$ cat src/rtl/decoder_n_reg.sv
// Buffered one-hot decoder: selects queue in a small circular buffer and
// leave it as a one-hot word, held for a handshake or shown for one cycle.
module decoder_n_reg #(
  parameter int SEL_W = 1,
  parameter int DEPTH = 2,
  parameter int PULSE = 0
) (
  input  logic                  clk,
  input  logic                  rst_n,
  input  logic                  in_valid,
  output logic                  in_ready,
  input  logic [SEL_W-1:0]      in_sel,
  output logic                  out_valid,
  input  logic                  out_ready,
  output logic [(1<<SEL_W)-1:0] out_onehot,
  output logic [15:0]           dec_count
);

  localparam int OUT_W = 1 << SEL_W;
  localparam int PTR_W = (DEPTH > 1) ? $clog2(DEPTH) : 1;
  localparam int OCC_W = $clog2(DEPTH + 1);

  localparam logic [PTR_W-1:0] PTR_LAST = PTR_W'(DEPTH - 1);
  localparam logic [OCC_W-1:0] OCC_FULL = OCC_W'(DEPTH);

  logic [SEL_W-1:0] mem [DEPTH];
  logic [PTR_W-1:0] head;
  logic [PTR_W-1:0] tail;
  logic [OCC_W-1:0] occ;
  logic [15:0]      count_q;

  logic push;
  logic pop;
  logic [PTR_W-1:0] head_nxt;
  logic [PTR_W-1:0] tail_nxt;

  // A full buffer never accepts, even when it is being drained this edge.
  assign in_ready  = (occ < OCC_FULL) && rst_n;
  assign out_valid = (occ != '0);
  assign push      = in_valid && in_ready;
  assign pop       = out_valid && ((PULSE != 0) || out_ready);
  assign dec_count = count_q;

  assign head_nxt = (head == PTR_LAST) ? '0 : head + PTR_W'(1);
  assign tail_nxt = (tail == PTR_LAST) ? '0 : tail + PTR_W'(1);

  always_comb begin
    out_onehot = '0;
    if (out_valid) begin
      out_onehot = OUT_W'(1) << mem[head];
    end
  end

  // Entries carry no reset; occupancy alone decides what is visible.
  always_ff @(posedge clk) begin
    if (push) begin
      mem[tail] <= in_sel;
    end
  end

  always_ff @(posedge clk or negedge rst_n) begin
    if (!rst_n) begin
      head    <= '0;
      tail    <= '0;
      occ     <= '0;
      count_q <= '0;
    end else begin
      if (push) begin
        tail <= tail_nxt;
      end
      if (pop) begin
        head <= head_nxt;
        if (count_q != 16'hFFFF) begin
          count_q <= count_q + 16'd1;
        end
      end
      case ({push, pop})
        2'b10:   occ <= occ + OCC_W'(1);
        2'b01:   occ <= occ - OCC_W'(1);
        default: occ <= occ;
      endcase
    end
  end

endmodule

$ cat config.mk
export PLATFORM = sky130hd
export DESIGN_NAME = decoder_n_reg
export DESIGN_NICKNAME = d
export VERILOG_FILES = /design/src/rtl/decoder_n_reg.sv
export SDC_FILE = /design/constraint.sdc
export NUM_CORES = 1
export LEC_CHECK = 0
export BUFFER_PORTS_ARGS = -buffer_cell sky130_fd_sc_hd__buf_2
export CORE_MARGIN = 1
export CORE_UTILIZATION = 49
export CTS_BUF_LIST = sky130_fd_sc_hd__clkbuf_8
export DETAILED_ROUTE_END_ITERATION = 6
export MAX_ROUTING_LAYER = met4
export PLACE_DENSITY = 0.77
export SETUP_SLACK_MARGIN = 0.3
export SKIP_LAST_GASP = 1
export SLEW_MARGIN = 10
export SYNTH_ARGS = -nofsm -noshare
export SYNTH_HDL_FRONTEND = slang
export SYNTH_SLANG_ARGS = --single-unit
$ cat constraint.sdc
create_clock -name clk -period 1.7 [get_ports clk]
set_input_delay 0.51 -clock clk [delete_from_list [all_inputs] [get_ports clk]]
set_output_delay 0.51 -clock clk [all_outputs]
set_load 0.05 [all_outputs]
==> results of run 1 <==
[cell families after synthesis]
| logic type | Yosys count |
|---|---|
| adder cells (fa/ha/maj) | 2 |
| multiplexers | 2 |
| XOR/XNOR | 19 |
| AO/OA/AOI/OAI | 4 |
| buffers and inverters | 2 |
| flip-flops | 22 |
| AND/OR/NAND/NOR | 41 |
[stage by stage]
stage                     cell area [um^2]  instances  hold slack (ps)
after floorplan                       1140         92              214
after global placement                1350        150              469
after detailed placement              1350        150              468
after CTS                             1790        175              241
[repair_timing]
item,4_1_cts
pin swaps,11
resized for setup,61
endpoints found under the hold margin,0
setup endpoints to repair,33
buffers inserted,21
[synthesized netlist by cell type (2+ instances only)]
cell type,n,share of area [%]
nor2b_1,2,1.2
nor4_1,5,2.9
nor3_1,4,1.9
dfrtp_1,20,47
inv_1,2,0.70
and3_1,3,1.8
xor2_1,13,11
nor2_1,6,2.1
o21ai_0,2,0.94
ha_1,2,2.3
xnor2_1,6,4.9
nand2_1,7,2.5
edfxtp_1,2,5.6
nand4_1,5,2.9
nand3_1,4,1.9
==> results by group, run 1 <==
Yosys
  • Mean Syn Cell Area: 11.6 um^2
  • Most frequently used flop master after synthesis: dfrtp_1
  • Area fraction in and, or, nand and nor cells after synthesis: a little under a quarter
  • EDFF count, synth: 2
  • Cell count after synthesis: ~90
  • Number of warning messages in the yosys log: 0
  • Share of the synthesized area in compound gates (AO/OA/AOI/OAI): under 10%
  • Nets in the synthesized netlist: 99
  • Post-Synth XOR/XNOR Area: between 10% and 20%
  • Fraction of the yosys area taken by sequential cells: between 50% and 60%
  • Number of register bits inferred by synthesis: 22
  • Synth cell types: 24
  • Mux share of post-synthesis cell area: about 2.3%
  • Largest family of logic cells by synthesized area: simple AND/OR/NAND/NOR gates
  • Cell area after synthesis: approximately 1100 um^2
  • Post-synthesis share of cell area spent on full adders, half adders and majority gates: 2.34%
  • Share of synthesized registers carrying an async set or reset: 90.9%

Timing
  • Kind of the worst endpoint: primary output
  • Worst-slack endpoint at the end of global-route timing repair: out_onehot[1]

Status
  • Error Message: [ERROR DPL-0038] Utilization greater than 100%, impossible to legalize
  • Result of the run: aborted with a tool error
  • Halt point of the flow: global routing

Die
  • Die width: between 40 and 50 um
  • Starting utilization of the core area: around 53%
  • Boundary Pins: 25
  • Total number of placement rows: 16
  • DIE HEIGHT: around 49 um

Clocking
  • H-tree depth: 1
  • Buffer levels on the longest clock path: 2
  • Number of sinks handled by clock tree synthesis: 22
  • Count of hold-fix buffers inserted at cts: 0
  • Root Driver: clkbuf_8
  • TritonCTS buffer count: 3

Global route
  • Maximum number of pins on one net before global-route repair: 21

Place
  • IO buf count: 24
  • Worst-case setup slack after placement: -47.1 ps
  • Global placement routability congestion: around 0.81
  • Half-perimeter wire length after placement: roughly 1500 um
==> run 2, diff against run 1 <==
--- a/config.mk
+++ b/config.mk
@@ -6,13 +6,10 @@
 export NUM_CORES = 1
 export LEC_CHECK = 0
 export BUFFER_PORTS_ARGS = -buffer_cell sky130_fd_sc_hd__buf_2
-export CORE_MARGIN = 1
-export CORE_UTILIZATION = 49
-export CTS_BUF_LIST = sky130_fd_sc_hd__clkbuf_8
+export CORE_AREA = 2 2 63 65
 export DETAILED_ROUTE_END_ITERATION = 6
-export MAX_ROUTING_LAYER = met4
-export PLACE_DENSITY = 0.77
-export SETUP_SLACK_MARGIN = 0.3
+export DIE_AREA = 0 0 65 67
+export PLACE_DENSITY_LB_ADDON = 0.15
 export SKIP_LAST_GASP = 1
 export SLEW_MARGIN = 10
 export SYNTH_ARGS = -nofsm -noshare
==> constraint.sdc (replaced) <==
create_clock -name clk -period 2.2 [get_ports clk]
set_input_delay 0.66 -clock clk [delete_from_list [all_inputs] [get_ports clk]]
set_output_delay 0.66 -clock clk [all_outputs]
set_load 0.05 [all_outputs]
==> results by group, run 2 <==
Route
  • Count of nets left with antenna violations after detail routing: 0
  • Average routed wire per standard cell: around 12 um
  • Final routed DRC violation total: 0
  • Total iterations of the first detailed-routing run: 4
  • DRC marker count from the first detailed-route iteration: 17
  • DR vias/cell: approximately 4.5
  • Overall routed net length: roughly 2100 um
  • Overall via count from detail_route: between 700 and 800

Timing
  • Slew at the pin closest to its max-slew limit: around 540 ps
  • Final-report hold violation count: 0
  • Unrepaired setup endpoints after global routing: no
  • Finish-stage setup viols: 0
  • Headroom to the max-slew limit: between 60 and 70%
  • Sum Neg Setup Slack: 0 ps
  • Final setup skew: ~2.3 ps
  • Post-route worst setup slack: ~270 ps
  • Minimum period implied by the final worst setup slack: between 1500 and 2000 ps
  • Period utilization: slightly below 90%
  • Maximum frequency from static timing analysis: 518 MHz
  • Final max-slew violation count: 0
  • Tightest hold margin: around 370 ps

Hold path
  • Type of the tightest min-delay check: primary input to async pin

Yosys
  • Number of warning messages in the yosys log: 0
  • Cell count after synthesis: 92
  • EDFF count, synth: 2
  • Cell area after synthesis: between 1000 and 1500 um^2
  • Dominant cells by area after synthesis: dfrtp_1 (47%), xor2_1 (11%), edfxtp_1 (5.6%)
  • Nets in the synthesized netlist: between 90 and 100
  • Synth cell types: 24
  • Most frequently used flop master after synthesis: dfrtp_1
  • Fraction of post-synthesis cell area in the top cell type by area: a little under half
  • Yosys top cell by area: dfrtp_1
  • Share of synthesized registers carrying an async set or reset: ~91%
  • Dominant cell by count in the synthesized netlist: dfrtp_1
  • Number of register bits inferred by synthesis: 22
  • Mean Syn Cell Area: ~12 um^2
  • Fraction of the yosys area taken by sequential cells: a little over half
  • Most frequent cells after synthesis: dfrtp_1 (20), xor2_1 (13), nand2_1 (7)

Clocking
  • Count of hold-fix buffers inserted at cts: 0
  • Root Driver: clkbuf_8
  • Clock Latency Late Sink: approximately 250 ps
  • Number of resized instances in the post-cts repair step: 0
  • H-tree depth: 1
  • Number of sinks handled by clock tree synthesis: 22
  • Buffer levels on the longest clock path: 2
  • TritonCTS buffer count: 3
  • TritonCTS clock tree: yes
  • Post-CTS Setup Inserts: 0
  • Clock edge transition at the registers on the reported setup and hold paths: 80 ps

Place
  • Placed Cells: 165
  • Worst-case setup slack after placement: 256 ps
  • Global placement routability congestion: 0.691
  • Post-Place Cell Area: 1260 um^2
  • IO buf count: 24
  • Half-perimeter wire length after placement: approximately 1600 um

Layout
  • Highest-count cells in the layout ignoring fill and taps: buf_2 (24), dfrtp_1 (20), xor2_1 (13)
  • Net count, final: ~130
  • Flip-flop count of the largest register, all copies and words added: 16
  • Antenna fix cells: 0
  • Post-layout instance area: 1300 um^2
  • Fraction of layout cells with a size suffix above 1: between 20% and 30%
  • Most frequent standard cell in the layout excluding fill and tap cells: buf_2
  • Final cell count without fillers: around 170
  • Relative area change from synthesis to final layout: 22.0%

Power
  • Cell area power density: about 1200 nW/um^2
  • LEAKAGE: roughly 0.66 nW
  • Max rail drop VDD: 555 uV

Setup path
  • Setup slack on the worst flop-to-flop path: approximately 350 ps
  • Maximum fanout count along the critical path: 2
  • Critical path endpoint category: primary output
  • CP Class: flop to primary output
  • Required time of the worst setup path: approximately 1500 ps
  • Worst EP arrival: roughly 1300 ps
  • Category of the worst setup path launch point: flop

Die
  • CORE AREA: about 3600 um^2
  • Boundary Pins: 25
  • Die width: 65 um
  • Floorplan die area: 4360 um^2
  • DIE HEIGHT: roughly 67 um
  • Starting utilization of the core area: 29.6%
  • Total number of placement rows: 22

Status
  • Result of the run: completed

Global route
  • Overall Global Routing Usage: between 10 and 15%
  • Antenna violations before repair: 0
  • Global Route met1 Usage: approximately 16%
  • Overflow left after global routing: 0
  • Maximum number of pins on one net before global-route repair: 21
  • First-pass GRT wire length: approximately 3600 um
  • GRT met3 Usage: under 10%
  • Met2 track demand over resource: 16.6%
  • Layer with the highest usage: met2
  • Vias in the first global route: about 740

Job
  • Number of max-cap violations: 0
run 2: cell counts after synthesis:
No cell type changed its count.
run 2: cells by family (layout without fill, tap and decap cells):
| kind of cell | Yosys count | count (layout) | synth area share (%) |
|---|---|---|---|
| and+or+nand+nor | 41 | 41 | 23.2 |
| buffers and inverters | 2 | 31 | 0.704 |
| DFF | 22 | 22 | 52.5 |
| xor gates and xnor gates | 19 | 19 | 15.6 |
| adders and majority gates | 2 | 2 | 2.34 |
| AOI/OAI and AO/OA | 4 | 4 | 3.28 |
| muxes | 2 | 2 | 2.34 |
run 2: area by class of cell:
cell class	count	area (um^2)
clock inverter	1	3.75
timing repair buffer	25	128
clock buffer	3	41.3
tap	48	60.1
multi-input combinational	68	502
sequential	22	561
fill	374	2300
inverter	2	7.51
run 2: metal layers:
| layer | vias to the layer above | part of all wire (%) |
|---|---|---|
| met5 | - | 0 |
| met4 | 0 | 1.1 |
| met3 | 2 | 4.2 |
| met2 | 16 | 43 |
| met1 | 361 | 51 |
| li1 | 388 | - |
run 2: worst paths after layout:
kind | from | end | cells after the start
setup reg to reg | dec_count[8] | dec_count[1] | 4
min in group clk | tail | tail | 1
hold reg to reg | tail | tail | 1
hold / removal | rst_n | tail | 2
max in group asynchronous | rst_n | dec_count[11] | 2
setup / recovery | head | out_onehot[0] | 3
run 2: where the power goes:
| part | total (mW) | internal [mW] | switching [mW] |
|---|---|---|---|
| combinational | 0.658 | 0.203 | 0.455 |
| clock | 0.250 | 0.124 | 0.126 |
| sequential | 0.631 | 0.505 | 0.126 |
run 2: critical path, stage by stage (launching register included):
cell and delay (ps):
dfrtp_1 390, mux2i_1 220, nor2b_1 140, buf_2 260
run 2: through the flow:
stage | util (%) | total power [mW]
3_5_place_dp | 34.9 | 1.30
5_1_grt | 36.1 | 1.64
2_1_floorplan | - | 1.15
6_report | 36.1 | 1.54
4_1_cts | 36.1 | 1.56
3_3_place_gp | 34.9 | 1.30
Power figures use the tool's default switching activity.
